**config.mk**
```make
export PLATFORM = sky130hd
export DESIGN_NAME = hs_pipe_chain
export DESIGN_NICKNAME = d
export VERILOG_FILES = /design/src/rtl/hs_pkg.sv /design/src/rtl/hs_pipe_slice.sv /design/src/rtl/hs_pipe_chain.sv
export SDC_FILE = /design/constraint.sdc
export NUM_CORES = 1
export LEC_CHECK = 0
export ABC_AREA = 1
export CAP_MARGIN = 20
export CELL_PAD_IN_SITES_DETAIL_PLACEMENT = 1
export CELL_PAD_IN_SITES_GLOBAL_PLACEMENT = 1
export CORE_MARGIN = 2
export CORE_UTILIZATION = 38
export CTS_BUF_LIST = sky130_fd_sc_hd__clkbuf_8 sky130_fd_sc_hd__clkbuf_16
export DETAILED_ROUTE_END_ITERATION = 10
export GPL_TIMING_DRIVEN = 0
export PLACE_DENSITY_LB_ADDON = 0.1
export SYNTH_ARGS = -nofsm -noshare
export SYNTH_HDL_FRONTEND = slang
export SYNTH_SLANG_ARGS = --single-unit
```
**constraint.sdc**
```tcl
create_clock -name clk -period 6 [get_ports clk]
set_input_delay 1.2 -clock clk [delete_from_list [all_inputs] [get_ports clk]]
set_output_delay 1.2 -clock clk [all_outputs]
set_load 0.01 [all_outputs]
```
**src/rtl/hs_pkg.sv**
```systemverilog
// Shared constants and helpers for the valid/ready pipeline chain.
package hs_pkg;

  localparam int MAX_STAGES = 8;
  localparam int MAX_DATA_W = 512;

  // Ceiling log2 for sizing counters; clog2(1) is 0.
  function automatic int clog2(input int value);
    int result;
    int rem;
    result = 0;
    rem    = value - 1;
    while (rem > 0) begin
      result = result + 1;
      rem    = rem >> 1;
    end
    return result;
  endfunction

endpackage

```
**src/rtl/hs_pipe_slice.sv**
```systemverilog
// One valid/ready register slice. SKID=0 is a bubble-collapsing register
// whose ready looks through to the downstream ready; SKID=1 adds a second
// entry so upstream ready comes straight from a flop.
module hs_pipe_slice #(
  parameter int DATA_W = 64,
  parameter int SKID   = 0
) (
  input  logic              clk,
  input  logic              rst,
  input  logic              flush,
  input  logic              up_valid,
  output logic              up_ready,
  input  logic [DATA_W-1:0] up_data,
  output logic              dn_valid,
  input  logic              dn_ready,
  output logic [DATA_W-1:0] dn_data
);

  logic              main_valid;
  logic [DATA_W-1:0] main_data;

  // Flush hides the held word so nothing moves during the clearing cycle.
  assign dn_valid = main_valid && !flush;
  assign dn_data  = main_data;

  if (SKID == 0) begin : g_pass
    // Free now, or frees on this edge because the word ahead leaves.
    assign up_ready = (!main_valid || dn_ready) && !flush;

    // Main register: take whatever upstream offers when there is room.
    always_ff @(posedge clk or posedge rst) begin
      if (rst) begin
        main_valid <= 1'b0;
        main_data  <= '0;
      end else if (flush) begin
        main_valid <= 1'b0;
      end else if (up_ready) begin
        main_valid <= up_valid;
        if (up_valid) main_data <= up_data;
      end
    end
  end else begin : g_skid
    logic              skid_valid;
    logic [DATA_W-1:0] skid_data;
    logic              accept;
    logic              advance;

    // Ready depends only on the skid flop, never on dn_ready.
    assign up_ready = !skid_valid && !flush;
    assign accept   = up_valid && up_ready;
    assign advance  = !main_valid || dn_ready;

    // Main/skid pair: the skid entry catches the word that arrives while
    // the main entry is stalled, and drains into main first once it moves.
    always_ff @(posedge clk or posedge rst) begin
      if (rst) begin
        main_valid <= 1'b0;
        main_data  <= '0;
        skid_valid <= 1'b0;
        skid_data  <= '0;
      end else if (flush) begin
        main_valid <= 1'b0;
        skid_valid <= 1'b0;
      end else if (advance) begin
        if (skid_valid) begin
          main_data  <= skid_data;
          main_valid <= 1'b1;
          skid_valid <= 1'b0;
        end else begin
          main_valid <= accept;
          if (accept) main_data <= up_data;
        end
      end else if (accept) begin
        skid_data  <= up_data;
        skid_valid <= 1'b1;
      end
    end
  end

endmodule

```
**src/rtl/hs_pipe_chain.sv**
```systemverilog
// Chain of STAGES handshake slices with an occupancy counter and a
// synchronous flush, used to cut long valid/data/ready paths.
module hs_pipe_chain
  import hs_pkg::*;
#(
  parameter int DATA_W = 64,
  parameter int STAGES = 2,
  parameter int SKID   = 0,
  localparam int CNT_W = clog2(2 * STAGES + 1)
) (
  input  logic              clk,
  input  logic              rst,
  input  logic              flush,
  input  logic              rx_hs_valid,
  output logic              rx_hs_ready,
  input  logic [DATA_W-1:0] rx_hs_data,
  output logic              tx_hs_valid,
  input  logic              tx_hs_ready,
  output logic [DATA_W-1:0] tx_hs_data,
  output logic [CNT_W-1:0]  occupancy
);

  localparam int MAX_OCC = (SKID != 0) ? 2 * STAGES : STAGES;

  if (DATA_W < 1 || DATA_W > MAX_DATA_W) begin : g_bad_data_w
    $error("hs_pipe_chain: DATA_W out of range");
  end
  if (STAGES < 1 || STAGES > MAX_STAGES) begin : g_bad_stages
    $error("hs_pipe_chain: STAGES out of range");
  end

  logic              link_valid [STAGES+1];
  logic              link_ready [STAGES+1];
  logic [DATA_W-1:0] link_data  [STAGES+1];
  logic              rx_fire;
  logic              tx_fire;

  assign link_valid[0]      = rx_hs_valid;
  assign link_data[0]       = rx_hs_data;
  assign link_ready[STAGES] = tx_hs_ready;

  // Slices are already empty while rst is high; ready is held low anyway.
  assign rx_hs_ready = link_ready[0] && !rst;
  assign tx_hs_valid = link_valid[STAGES];
  assign tx_hs_data  = link_data[STAGES];

  assign rx_fire = rx_hs_valid && rx_hs_ready;
  assign tx_fire = tx_hs_valid && tx_hs_ready;

  for (genvar gi = 0; gi < STAGES; gi++) begin : g_slice
    hs_pipe_slice #(
      .DATA_W (DATA_W),
      .SKID   (SKID)
    ) u_slice (
      .clk      (clk),
      .rst      (rst),
      .flush    (flush),
      .up_valid (link_valid[gi]),
      .up_ready (link_ready[gi]),
      .up_data  (link_data[gi]),
      .dn_valid (link_valid[gi+1]),
      .dn_ready (link_ready[gi+1]),
      .dn_data  (link_data[gi+1])
    );
  end

  // Word count tracked from the two boundary handshakes; clamped so it can
  // never wrap even if the ends were misused.
  always_ff @(posedge clk or posedge rst) begin
    if (rst) begin
      occupancy <= '0;
    end else if (flush) begin
      occupancy <= '0;
    end else if (rx_fire && !tx_fire && occupancy != CNT_W'(MAX_OCC)) begin
      occupancy <= occupancy + CNT_W'(1);
    end else if (tx_fire && !rx_fire && occupancy != '0) begin
      occupancy <= occupancy - CNT_W'(1);
    end
  end

endmodule

```
; Word level (Yosys, flattened, before mapping)
; Index checks and enable logic that the tools add are counted.
[word_totals]
ff_bits = 133
latchBits = 0
mem_bits_rw = 0
rom_bits = 0
output_inout_bits = 69
n_memories = 0
[classes]
n_addsub = 2
n_mul = 0
div_mod_pow = 0
magnitude_cmp = 0
eq_ne = 1
n_shift = 0
mux = 7
bitwise = 1
n_reduce_logical = 25
[ops]
columns = cell, n
row1 = $logic_and 1x1->1, 11
row2 = $mux 3, 3
row3 = $logic_not 1->1, 6
row4 = $reduce_and 3->1, 2
row5 = $reduce_bool 3->1, 2
row6 = $mux 1, 4
row7 = $reduce_bool 2->1, 2
row8 = $add 3x1->3 const B, 1
row9 = $ne 3x2->1 const B, 1
row10 = $sub 3x1->3 const B, 1
row11 = $logic_or 1x1->1, 2
row12 = $not 1->1, 1

; Depth between registers and ports, before layout
[depth]
ltp_word = 13
depth_mapped = 12
ltp_nobuf = 12

; Cells and area by module
; A second synthesis with hierarchy kept.
[hier_totals]
cells_unflattened = 610
hier_area_um2 = 6428.7
[by_module_without_submodules]
columns = module, n_inst, cells_per_inst, area_per_inst_um2
row1 = hs_pipe_slice, 2, 287, 3076.7
row2 = hs_pipe_chain, 1, 36, 275.3

; Least setup slack after synthesis
; No wires, ideal clock.
[synth_path]
kind = input to output
from = in rst
to = out rx_hs_ready
arrival_ns = 4.364
path_slack_ns = 0.436
path_stages = 3
n_path_buf = 0
path_cell_list = inv_1 > nand3_1 > inv_1
[synth_via]
elab_chain_len = 2
[synth_rtl]
columns = item, line
row1 = "start, declared", hs_pipe_chain.sv:12  ; input logic rst,
row2 = $logic_not 1->1 (no line), n/a
row3 = $logic_and 1x1->1, hs_pipe_chain.sv:43  ; assign rx_hs_ready = link_ready[0] && !rst;
row4 = "end, declared", hs_pipe_chain.sv:15  ; output logic rx_hs_ready,
; Every way passes these cells.

; Final worst setup path
; Same ends and word-level chain as after synthesis.

==> qor.txt <==
Least-Margin Pin Slew: 495 ps
CTS Buf Count: 17
CP required: 4800 ps
Share of layout cells above drive strength 1: 0.171
DIE AREA: 0.0150 sq mm
Worst Path Buf+Inv: 4
Comb pwr share: 0.222
Avg WL per Cell: 16.6 um
Core outline area: 0.0138 sq mm
Setup TNS: 0 ps
Via count: 3829
Die Span Y: 122 um
Final period util: 0.673
VDD IR-drop max: 0.187 mV
CTS Root Cell: clkbuf_16
H-tree levels: 4
Slowest cell delay on critical path: 540 ps
Leakage: 3.66 nW
Total DRC errors in the routed layout: 0
Area leader, netlist: dfrtp_1
Die W: 122 um
Largest net degree at the start of global routing: 97
Post-synth cell types: 22
Seq pwr share: 0.399
Most common cell on crit path: clkdlybuf4s50_1
Fin util: 0.550
Critical path arrival: 2840 ps
Num Clock Sinks: 133
Num ports: 138
Final worst clock skew: 4.57 ps
Max Clk Rate: 248 MHz
Nets: 686
Vias/cell: 4.74
Final estimated routing congestion in global placement: 0.770
Synth Cell Area: 0.00532 sq mm
Most frequent cells in the layout: clkdlybuf4s50_1 (137), dfrtp_1 (133), nand2_1 (55)
R2R setup slack: 3990 ps
Max-cap violations: 0
Crit-path slowest cell: clkdlybuf4s50_1
Area grow syn2layout: 42.4%
Cells after synthesis: 459
Status: complete, no violations
Yosys reg bits: 133
First-pass GRT wire length: 21700 um
Vias in the first global route: 4250
Pint: 0.00220 W
HPWL after DPL: 9220 um
CTS tree: built
Area contributors post-synth: dfrtp_1 (63%), mux2_4 (12%), a21oi_1 (4.0%)
DRT iter0 DRCs: 178
Fill cell count: 1486
Final period demand of the worst path: 4040 ps
CTS Buffer Depth: 2
Area occupied by multi-input gates: 0.00161 sq mm
Initial Util: 0.387
Initial antenna violation count: 0
PostCTS Resize Cnt: 0
Register area: 0.00333 sq mm
Commonest non-fill, non-tap cell in the layout: clkdlybuf4s50_1
IO Port Bufs: 137
Drt pass-1 iters: 4
Crit Path Class: in -> out
Crit end category: primary output
Hold/Removal Path Class: reg -> reg
Sequential cell area fraction in the yosys report: 0.625
Unrepaired setup endpoints after global routing: false
CP top delay family: buffers and inverters
Setup Buffers After CTS: 0
Net switching share of the total power: 0.247
CTS clock-pin slew for the worst setup and hold paths: 50 ps
Share of the synthesized area in the top cell type: 0.625
Crit path cell chain: clkdlybuf4s50_1 > inv_6 > nand3_1 > inv_1 > clkdlybuf4s50_1
Max-slew violation count: 0
Power share of the clock group: 0.378
Row Count: 43
Hold buffers post-CTS: 0
Yosys warning count: 0
Worst Setup Start Kind: input pin
Peak fanout along the critical path: 40
Synthesized net count: 529
DRT antenna net count: 0
Final Setup Violations: 0
Overflow after GRT: 0
Pwr dens: 386 mW/mm^2
Slew Limit Headroom: 0.670
Final hold violation count: 0
Net switching power: 0.000724 W
Gr usage total: 0.190
Worst skew pair latency: 410 ps
Syn_area_per_cell: 11.6 sq um
Number of diodes: 0
Drt total wl: 13400 um
[path summary, 6_finish.rpt]
| check | startpoint | end | depth (start not counted) |
|---|---|---|---|
| worst max-delay path | rst | rx_hs_ready | 5 |
| max in group asynchronous | rst | g_slice[1].u_slice.dn_data[9]$_DFFE_PP0P_ | 3 |
| worst min register to register | g_slice[1].u_slice.dn_data[62]$_DFFE_PP0P_ | g_slice[1].u_slice.dn_data[62]$_DFFE_PP0P_ | 2 |
| worst max register to register | g_slice[1].u_slice.main_valid$_DFFE_PP0P_ | occupancy[2]$_DFFE_PP0P_ | 11 |
| min in group asynchronous | rst | occupancy[0]$_DFFE_PP0P_ | 2 |
| worst min-delay path | g_slice[1].u_slice.dn_data[62]$_DFFE_PP0P_ | g_slice[1].u_slice.dn_data[62]$_DFFE_PP0P_ | 2 |
[worst min-delay path, cell delays in order (launching register included)]
cell and delay (ps):
dfrtp_1 340, nand2_1 50, o21ai_1 60
[cell families (layout without fill, tap and decap cells)]
kind of cell	after synthesis	in the layout	share of synthesized area
flops	133	133	0.625
simple gates	116	116	0.0935
compound gates	86	86	0.0816
buf+inv	78	246	0.0717
mux	44	44	0.123
fa+ha+maj	1	1	0.00376
xor+xnor	1	1	0.00165
[synthesized netlist by cell type]
cell and number:
a21oi_2 1, xor2_1 1, nor2_1 46, inv_2 5, mux2_1 2, nand2_1 55, buf_2 11, nand3_1 4
nand3b_1 1, o21ai_1 42, nand4_1 3, nor2_4 2, clkbuf_1 1, nand3_2 1, fa_1 1, nor2_2 1
dfrtp_1 133, buf_6 10, nand2_4 3, inv_1 51, mux2_4 42, a21oi_1 43
[routing by layer]
layer / global-route usage / share of wire
met2: 0.322 / 0.50
met4: 0.0668 / 0.017
met1: 0.226 / 0.42
met3: 0.0627 / 0.061
met5: 0 / 0
[per-stage QoR]
stage          cell area, sq um  cells  setup WS, ps  power, W  hold slack [ps]
2_1_floorplan              5320    459           436   0.00147              464
3_3_place_gp               6920    776         -1690   0.00181              471
3_5_place_dp               6950    777          1950   0.00184              481
4_1_cts                    7580    807          1920   0.00297              495
5_1_grt                    7580    807          1860   0.00307              522
6_report                   7580    807          1960   0.00292              488
[layout make-up]
cell class	instances	area share
sequential	133	0.439
timing repair buffer	138	0.185
clock inverter	12	0.0246
inverter	56	0.0284
clock buffer	18	0.0579
multi-input combinational	248	0.213
tap	180	0.0297
buffer	22	0.0226
[state kept, by name, summed over array words and instances (netlist names)]
signal,cells
g_slice.u_slice.dn_data,128
occupancy,3
g_slice.u_slice.main_valid,2
[power groups by stage]
| stage | registers [W] | clock network [W] | logic, W |
|---|---|---|---|
| after detailed placement | 0.00118 | 0 | 0.000656 |
| after floorplan | 0.00122 | 0 | 0.000252 |
| final | 0.00117 | 0.00111 | 0.000650 |
| after CTS | 0.00117 | 0.00113 | 0.000663 |
| after global routing | 0.00119 | 0.00117 | 0.000710 |
| after global placement | 0.00117 | 0 | 0.000636 |
(Power assumes the default switching activity.)
